### config.mk
export PLATFORM = sky130hd
export DESIGN_NAME = ck_peak_search_flat
export DESIGN_NICKNAME = d
export VERILOG_FILES = /design/src/rtl/ck_peak_search_pkg.sv /design/src/rtl/ck_peak_search_if.sv /design/src/rtl/ck_peak_search_score_cmp.sv /design/src/rtl/ck_peak_search.sv /design/src/flat_wrapper.sv
export SDC_FILE = /design/constraint.sdc
export NUM_CORES = 1
export LEC_CHECK = 0
export CAP_MARGIN = 10
export CORE_ASPECT_RATIO = 0.9
export CORE_MARGIN = 4
export CORE_UTILIZATION = 45
export CTS_CLUSTER_DIAMETER = 60
export DETAILED_ROUTE_END_ITERATION = 6
export PLACE_DENSITY = 0.68
export SLEW_MARGIN = 0
export SYNTH_ARGS = -nofsm -noshare
export SYNTH_HDL_FRONTEND = slang
export SYNTH_SLANG_ARGS = --single-unit
### constraint.sdc
create_clock -name clk -period 4.55 [get_ports clk]
set_input_delay 0.91 -clock clk [delete_from_list [all_inputs] [get_ports clk]]
set_output_delay 0.91 -clock clk [all_outputs]
set_load 0.05 [all_outputs]
### src/rtl/ck_peak_search_pkg.sv
// Shared types and constants for the correlation peak search stage.
// The optional magnitude-compare feature is selected with CK_PEAK_ABS_EN
// (tested only inside ck_score_cmp).
package ck_search_pkg;

    localparam int unsigned SCORE_WIDTH = 8;
    localparam logic signed [SCORE_WIDTH-1:0] SCORE_MIN = 8'sh80;

    typedef enum logic [1:0] {
        StIdle   = 2'd0,
        StSearch = 2'd1,
        StDone   = 2'd2
    } state_e;

endpackage

### src/rtl/ck_peak_search_if.sv
// Control, score stream and result signals of the peak search stage.
// master: sequence controller / score source side. slave: the search block.
interface ck_peak_search_if #(
    parameter int unsigned LAG_WIDTH = 8
);
    import ck_search_pkg::*;

    logic                          start;
    logic [LAG_WIDTH-1:0]          num_lags;
    logic signed [SCORE_WIDTH-1:0] threshold;
    logic signed [SCORE_WIDTH-1:0] score;
    logic                          score_valid;
    logic                          busy;
    logic                          done;
    logic signed [SCORE_WIDTH-1:0] best_score;
    logic [LAG_WIDTH-1:0]          best_lag;
    logic                          found;

    modport master (
        output start, num_lags, threshold, score, score_valid,
        input  busy, done, best_score, best_lag, found
    );

    modport slave (
        input  start, num_lags, threshold, score, score_valid,
        output busy, done, best_score, best_lag, found
    );

endinterface

### src/rtl/ck_peak_search_score_cmp.sv
// Combinational candidate-vs-best comparator for the peak search.
// With CK_PEAK_ABS_EN defined the candidate is replaced by its saturated
// magnitude and the search starts from zero; otherwise a plain signed compare
// starting from the most negative score.
module ck_score_cmp
    import ck_search_pkg::*;
(
    input  logic signed [SCORE_WIDTH-1:0] score_i,
    input  logic signed [SCORE_WIDTH-1:0] best_i,
    output logic                          update_o,
    output logic signed [SCORE_WIDTH-1:0] value_o,
    output logic signed [SCORE_WIDTH-1:0] init_o
);

`ifdef CK_PEAK_ABS_EN
    // Saturated magnitude: -128 has no positive counterpart, clamp to 127.
    always_comb begin
        value_o = score_i;
        if (score_i == SCORE_MIN) begin
            value_o = 8'sd127;
        end else if (score_i[SCORE_WIDTH-1]) begin
            value_o = -score_i;
        end
        update_o = value_o > best_i;
        init_o   = '0;
    end
`else
    // Plain signed compare; strict so the first occurrence of a tie wins.
    always_comb begin
        value_o  = score_i;
        update_o = score_i > best_i;
        init_o   = SCORE_MIN;
    end
`endif

endmodule

### src/rtl/ck_peak_search.sv
// Correlation peak search: tracks the best score and its lag over a
// programmed number of valid scores, then pulses done with a threshold flag.
// Build option CK_PEAK_ABS_EN switches to a magnitude search (see ck_score_cmp).
module ck_peak_search
    import ck_search_pkg::*;
#(
    parameter int unsigned LAG_WIDTH = 8
) (
    input  logic            clk,
    input  logic            rst,
    ck_peak_search_if.slave bus
);

    state_e                        state_q, state_d;
    logic [LAG_WIDTH-1:0]          num_lags_q, num_lags_d;
    logic signed [SCORE_WIDTH-1:0] threshold_q, threshold_d;
    logic [LAG_WIDTH-1:0]          lag_cnt_q, lag_cnt_d;
    logic signed [SCORE_WIDTH-1:0] best_score_q, best_score_d;
    logic [LAG_WIDTH-1:0]          best_lag_q, best_lag_d;
    logic                          found_q, found_d;

    logic                          cmp_update;
    logic signed [SCORE_WIDTH-1:0] cmp_value;
    logic signed [SCORE_WIDTH-1:0] cmp_init;

    ck_score_cmp u_cmp (
        .score_i  (bus.score),
        .best_i   (best_score_q),
        .update_o (cmp_update),
        .value_o  (cmp_value),
        .init_o   (cmp_init)
    );

    // Next-state: start acceptance, per-score update and result capture.
    always_comb begin
        state_d      = state_q;
        num_lags_d   = num_lags_q;
        threshold_d  = threshold_q;
        lag_cnt_d    = lag_cnt_q;
        best_score_d = best_score_q;
        best_lag_d   = best_lag_q;
        found_d      = found_q;

        unique case (state_q)
            StIdle: begin
                if (bus.start) begin
                    num_lags_d   = bus.num_lags;
                    threshold_d  = bus.threshold;
                    lag_cnt_d    = '0;
                    best_score_d = cmp_init;
                    best_lag_d   = '0;
                    found_d      = 1'b0;
                    if (bus.num_lags == '0) begin
                        // Empty search: result is the initial value.
                        state_d = StDone;
                        found_d = cmp_init >= bus.threshold;
                    end else begin
                        state_d = StSearch;
                    end
                end
            end
            StSearch: begin
                if (bus.score_valid) begin
                    if (cmp_update) begin
                        best_score_d = cmp_value;
                        best_lag_d   = lag_cnt_q;
                    end
                    lag_cnt_d = lag_cnt_q + LAG_WIDTH'(1);
                    if (lag_cnt_q == num_lags_q - LAG_WIDTH'(1)) begin
                        // Flag uses the best value including this last score.
                        state_d = StDone;
                        found_d = best_score_d >= threshold_q;
                    end
                end
            end
            StDone: begin
                state_d = StIdle;
            end
            default: begin
                state_d = StIdle;
            end
        endcase
    end

    // State and datapath registers with synchronous reset.
    always_ff @(posedge clk) begin
        if (rst) begin
            state_q      <= StIdle;
            num_lags_q   <= '0;
            threshold_q  <= '0;
            lag_cnt_q    <= '0;
            best_score_q <= '0;
            best_lag_q   <= '0;
            found_q      <= 1'b0;
        end else begin
            state_q      <= state_d;
            num_lags_q   <= num_lags_d;
            threshold_q  <= threshold_d;
            lag_cnt_q    <= lag_cnt_d;
            best_score_q <= best_score_d;
            best_lag_q   <= best_lag_d;
            found_q      <= found_d;
        end
    end

    // Status and result outputs straight from registered state.
    always_comb begin
        bus.busy       = state_q != StIdle;
        bus.done       = state_q == StDone;
        bus.best_score = best_score_q;
        bus.best_lag   = best_lag_q;
        bus.found      = found_q;
    end

endmodule

### src/flat_wrapper.sv
// flat-port wrapper written by rule: the top's interface ports become plain ports
module ck_peak_search_flat import ck_search_pkg::*;
#(
    parameter int unsigned LAG_WIDTH = 8
)
  (clk, rst, bus_start, bus_num_lags, bus_threshold, bus_score, bus_score_valid, bus_busy, bus_done, bus_best_score, bus_best_lag, bus_found);
  ck_peak_search_if #(.LAG_WIDTH(LAG_WIDTH)) bus_i ();
  input  logic clk;
  input  logic rst;
  input wire logic [$bits(bus_i.start)-1:0] bus_start;
  input wire logic [$bits(bus_i.num_lags)-1:0] bus_num_lags;
  input wire logic [$bits(bus_i.threshold)-1:0] bus_threshold;
  input wire logic [$bits(bus_i.score)-1:0] bus_score;
  input wire logic [$bits(bus_i.score_valid)-1:0] bus_score_valid;
  output wire logic [$bits(bus_i.busy)-1:0] bus_busy;
  output wire logic [$bits(bus_i.done)-1:0] bus_done;
  output wire logic [$bits(bus_i.best_score)-1:0] bus_best_score;
  output wire logic [$bits(bus_i.best_lag)-1:0] bus_best_lag;
  output wire logic [$bits(bus_i.found)-1:0] bus_found;
  assign bus_i.start = bus_start;
  assign bus_i.num_lags = bus_num_lags;
  assign bus_i.threshold = bus_threshold;
  assign bus_i.score = bus_score;
  assign bus_i.score_valid = bus_score_valid;
  assign bus_busy = bus_i.busy;
  assign bus_done = bus_i.done;
  assign bus_best_score = bus_i.best_score;
  assign bus_best_lag = bus_i.best_lag;
  assign bus_found = bus_i.found;
  ck_peak_search #(.LAG_WIDTH(LAG_WIDTH)) u_core (.clk(clk), .rst(rst), .bus(bus_i));
endmodule
* Word-level counts from Yosys, hierarchy flattened
Index checks and enable logic that the tools add are counted.
Operators by class: eq/ne operators 7, add/sub/neg operators 2, reduce and logical (&&, ||, !) cells 9, multiplexer cells 22, $lt $le $gt $ge 3
Operators by type and width (count):
- $mux 8 | 9
- $pmux 8 s2 | 3
- $add 8x1->8 const B | 1
- $eq 8x8->1 | 1
- $ge 8x8->1 | 1
- $ge 8x8->1 const A | 1
- $gt 8x8->1 | 1
- $logic_not 8->1 | 1
- $mux 2 | 4
- $reduce_and 4->1 | 2
- $sub 8x1->8 const B | 1
- $reduce_and 3->1 | 2
- $mux 1 | 4
- $ne 2x1->1 const B | 2
- $ne 2x2->1 const B | 2
- $pmux 2 s2 | 1
- $reduce_bool 2->1 | 2
- $eq 2x1->1 const B | 1
- $eq 2x2->1 const B | 1
- $logic_not 2->1 | 1
- $pmux 1 s2 | 1
- $reduce_and 2->1 | 1
Word-level totals: logic and storage cells 50, output and inout port bits 19, register bits after elaboration 43, input bits 28

* Logic depth before layout (Yosys ltp)
word-level depth 8, gate-level depth with buffers 16

* By module
Synthesis repeated with hierarchy kept, for this count alone.
Unflattened totals: cells, all modules 362, area, all modules 2855.2 um^2
Modules (own cells, without submodules):
- ck_peak_search | area an instance 2517.4 um^2, seq. area each 860.8 um^2, cells an instance 314, times used 1
- ck_score_cmp | area an instance 337.8 um^2, seq. area each 0.0 um^2, cells an instance 48, times used 1

* Worst setup path after synthesis
Ideal clock, no wire load.
path type input -> register, start point in bus_score[5], end point reg u_core.found_q (netlist: u_core.bus.found), arrival 3.547 ns, path buffers 1, stages 15, path slack 0.882 ns, required time 4.429 ns, cell sequence ha_1 a21o_1 a2111oi_4 and2b_2 a21oi_2 buf_2 nand2_1 o21ai_0 ha_1 a21o_1 a21oi_1 o21ai_0 a41oi_1 nor2_1 mux2_4
Between the ends: word-level cells in the longest chain between the ends 8
Ends and longest elaborated chain:
- start, declared | RTL line flat_wrapper.sv:13 | input wire logic [$bits(bus_i.score)-1:0] bus_score;
- $gt 8x8->1 | RTL line ck_peak_search_score_cmp.sv:31 | update_o = score_i > best_i;
- $mux 8 * | RTL line ck_peak_search.sv:64 | if (cmp_update) begin
- $mux 8 * | RTL line ck_peak_search.sv:63 | if (bus.score_valid) begin
- $mux 8 * | RTL line ck_peak_search.sv:44 | unique case (state_q)
- $ge 8x8->1 * | RTL line ck_peak_search.sv:72 | found_d = best_score_d >= threshold_q;
- $mux 1 * | RTL line ck_peak_search.sv:69 | if (lag_cnt_q == num_lags_q - LAG_WIDTH'(1)) begin
- $mux 1 * | RTL line ck_peak_search.sv:63
- $pmux 1 s2 * | RTL line ck_peak_search.sv:44
- end signal, assigned | RTL line ck_peak_search.sv:102 | found_q <= found_d;
- end, declared | RTL line ck_peak_search.sv:20 | logic found_q, found_d;
Every way passes the cells marked *; elsewhere a longest branch is shown, timed or not. The select of a mux whose other input is x is not followed. A chain may end at the register's enable or synchronous reset.

* Worst setup path after layout
Ends and elaborated chain as after synthesis.

==> impl_metrics.ini <==
[run_status]
status = complete, no violations

[critical_path]
path_cells = clkdlybuf4s50_1 -> ha_1 -> a21o_1 -> a2111oi_4 -> a221o_2 -> a21oi_2 -> mux2i_1 -> ha_1 -> nand2b_1 -> a211oi_1 -> o21ai_0 -> a41oi_1 -> nor2_1 -> mux2_4
end_kind = register
crit_top_cell = ha_1
critPathKind = in -> reg
crit_family = compound AO/OA/AOI/OAI gates
worstPathArrival_ps = 4190
critPathSlowestCell = clkdlybuf4s50_1
regToRegSetupSlack_ps = 1200
crit_buf_inv = 1
cp-start-kind = primary input
r2r_end = u_core.bus.found
max_stage_delay_ps = 460
rr_startpoint = u_core.bus.best_score[5]
ff2ff_path_depth = 14
path_max_fanout = 10
worstPathRequired_ps = 4740

[floorplan]
die_h_um = 80.3
die_w_um = 88.3
core_area_um2 = 5660
io-pin-count = 47
fp.dieArea_um2 = 7090
num_rows = 26
floorplan.initialDensity_pct = 46.1

[logic_synthesis]
synth-seq-cells = 43
post-synth-top-area-cell = dfxtp_1
seq_area_frac_synth_pct = 33.0
synth_top_area_share_pct = 33.0
async_flop_share_pct = 0
ys_types = 53
syn_area_per_cell_um2 = 8.24
synth_area_leaders = dfxtp_1, nand2_1, ha_1, a21oi_1, xor2_1
syn-num-nets = 363
synth_edf_count = 0
yosys_most_used_dff = dfxtp_1
syn_inst = 317
netlist_area_um2 = 2610
synthTopCellsByCount = nand2_1, dfxtp_1, a21oi_1
yosysMostFrequentCell = nand2_1
yosysWarnings = 0

[grt]
gr-usage-all-layers_pct = 18.5
grt_pass1_vias = 2237
grt_pass1_wl_mm = 10.4
grt-ovfl-total = 0
grt_max_degree = 34
antenna_found_initial = 0

[cts]
ctsResizeCount = 0
cts_tree = built
cts_root_buffer = clkbuf_8
postCtsSetupBuffers = 0
htreeDepth = 2
cts_buffer_depth = 2
hold_buffers = 0
cts_made_buffers = 5
insertion_delay_ps = 300
cts.sinks = 43
path_clk_slew_ps = 80

[place]
globalplace.congestion = 0.860
io_buffer_count = 46
dpl_cell_area_um2 = 3100
place_inst = 420
hpwl_mm = 4.40
place_ws_ps = 201

[route]
drt-initial-drc-count = 105
wl_per_cell_um = 13.8
avgViaCountPerCell = 5.41
finalWirelength_mm = 5.89
vias = 2316
route.detailed.drc = 0
first_pass_iters = 4
postRouteAntennaNets = 0

[power]
leakagePower_nw = 1.15
p_per_area_nw_per_um2 = 290
ir_drop_mv = 0.146
p_total_uw = 925

[timing]
fmax_mhz = 250
hold_violations = 0
finalCritPeriodShare_pct = 87.9
fin_crit_ps = 4000
rsz0062_at_grt = no
slew_viol_final = 0
max_slew.worst_pin.slew_ps = 897
finalSetupTns_ps = 0
timing.hold.ws_ps = 458
setup_slack_ps = 551
fin_worst_skew_ps = 5.77
relSlewSlack_pct = 40.0
finalSetupViolCount = 0

[min_path]
whs_path_depth = 2
min_from = u_core.threshold_q[6]
min_to = u_core.threshold_q[6]
min_path_type = reg -> reg

[final_layout]
drive_above_1_share_pct = 12.3
syn_to_final_growth_pct = 22.1
nets = 403
multi_input_area_um2 = 1580
design_area_um2 = 3190
post-route-util_pct = 56.3
antenna_cells = 0
regArea_um2 = 861
fin_cells = 428
fillers = 574

[flow_run]
cap_violations = 0
==> cells by family (layout without fill, tap and decap cells) <==
| logic type | after synthesis | count (layout) | synth area share, % |
|---|---|---|---|
| AND/OR/NAND/NOR | 128 | 128 | 25.5 |
| AO/OA/AOI/OAI | 73 | 73 | 20.3 |
| flip-flops | 43 | 43 | 33.0 |
| buffers and inverters | 38 | 79 | 6.56 |
| adder cells (fa/ha/maj) | 18 | 18 | 8.62 |
| XOR/XNOR | 15 | 15 | 5.03 |
| multiplexers | 2 | 2 | 0.958 |
==> registers in the layout (all words and copies together) (netlist names) <==
name                   flops
u_core.bus.best_lag        8
u_core.bus.best_score      8
u_core.lag_cnt_q           8
u_core.num_lags_q          8
u_core.threshold_q         8
u_core.state_q             2
u_core.bus.found           1
==> worst reg2reg max path: stages, from the launching register on <==
cell and delay, ps:
dfxtp_1 370, inv_1 70, ha_1 300, a21o_1 150, a2111oi_4 70, a221o_2 420
a21oi_2 330, mux2i_1 250, ha_1 250, nand2b_1 140, a211oi_1 220, o21ai_0 120
a41oi_1 200, nor2_1 50, mux2_4 290
==> layout make-up <==
class | instances | area share (%)
multi-input combinational | 236 | 49.5
sequential | 43 | 27.0
timing repair buffer | 50 | 15.4
tap | 70 | 2.75
inverter | 21 | 2.47
clock buffer | 5 | 2.16
clock inverter | 3 | 0.745
==> power by group <==
group	switching (mW)	internal [mW]	leakage, nW
registers	0.0191	0.394	0.350
logic	0.150	0.109	0.760
clock network	0.143	0.110	0.0408
total	0.313	0.613	1.15
==> per-layer routing <==
layer	track usage (%)	part of all wire (%)
met5	0	0
met4	7.10	1.6
met3	2.97	3.1
met2	30.3	48
met1	24.3	48
==> worst max path at each step <==
stage                       startpoint          endpoint  cells after the start
after global routing      bus_score[5]  u_core.bus.found                     14
after detailed placement  bus_score[5]  u_core.bus.found                     14
after floorplan           bus_score[5]  u_core.bus.found                     15
after CTS                 bus_score[5]  u_core.bus.found                     14
after global placement    bus_score[5]  u_core.bus.found                     14
final                     bus_score[5]  u_core.bus.found                     14
==> layout by cell type (no fill, tap or decap), types with 2 or more instances in the layout <==
master and instances:
a211oi_1 3, a21oi_2 11, o2111ai_1 2, clkdlybuf4s50_1 46, o31ai_1 2, ha_1 18
nor2b_1 3, xnor2_1 3, clkbuf_8 5, a21o_1 2, o21a_1 2, inv_1 21
buf_4 4, nor2_1 15, nor4_1 2, nor3_1 4, nand3b_1 2, nand3_2 10
nand3_1 7, a21oi_1 26, nand4_1 7, nand2_1 61, clkinvlp_4 2, o21ai_0 9
a311oi_1 2, xor2_1 12, and3_1 2, dfxtp_1 43, nand2b_1 6
Note: power is estimated with default switching activity, not from simulation.
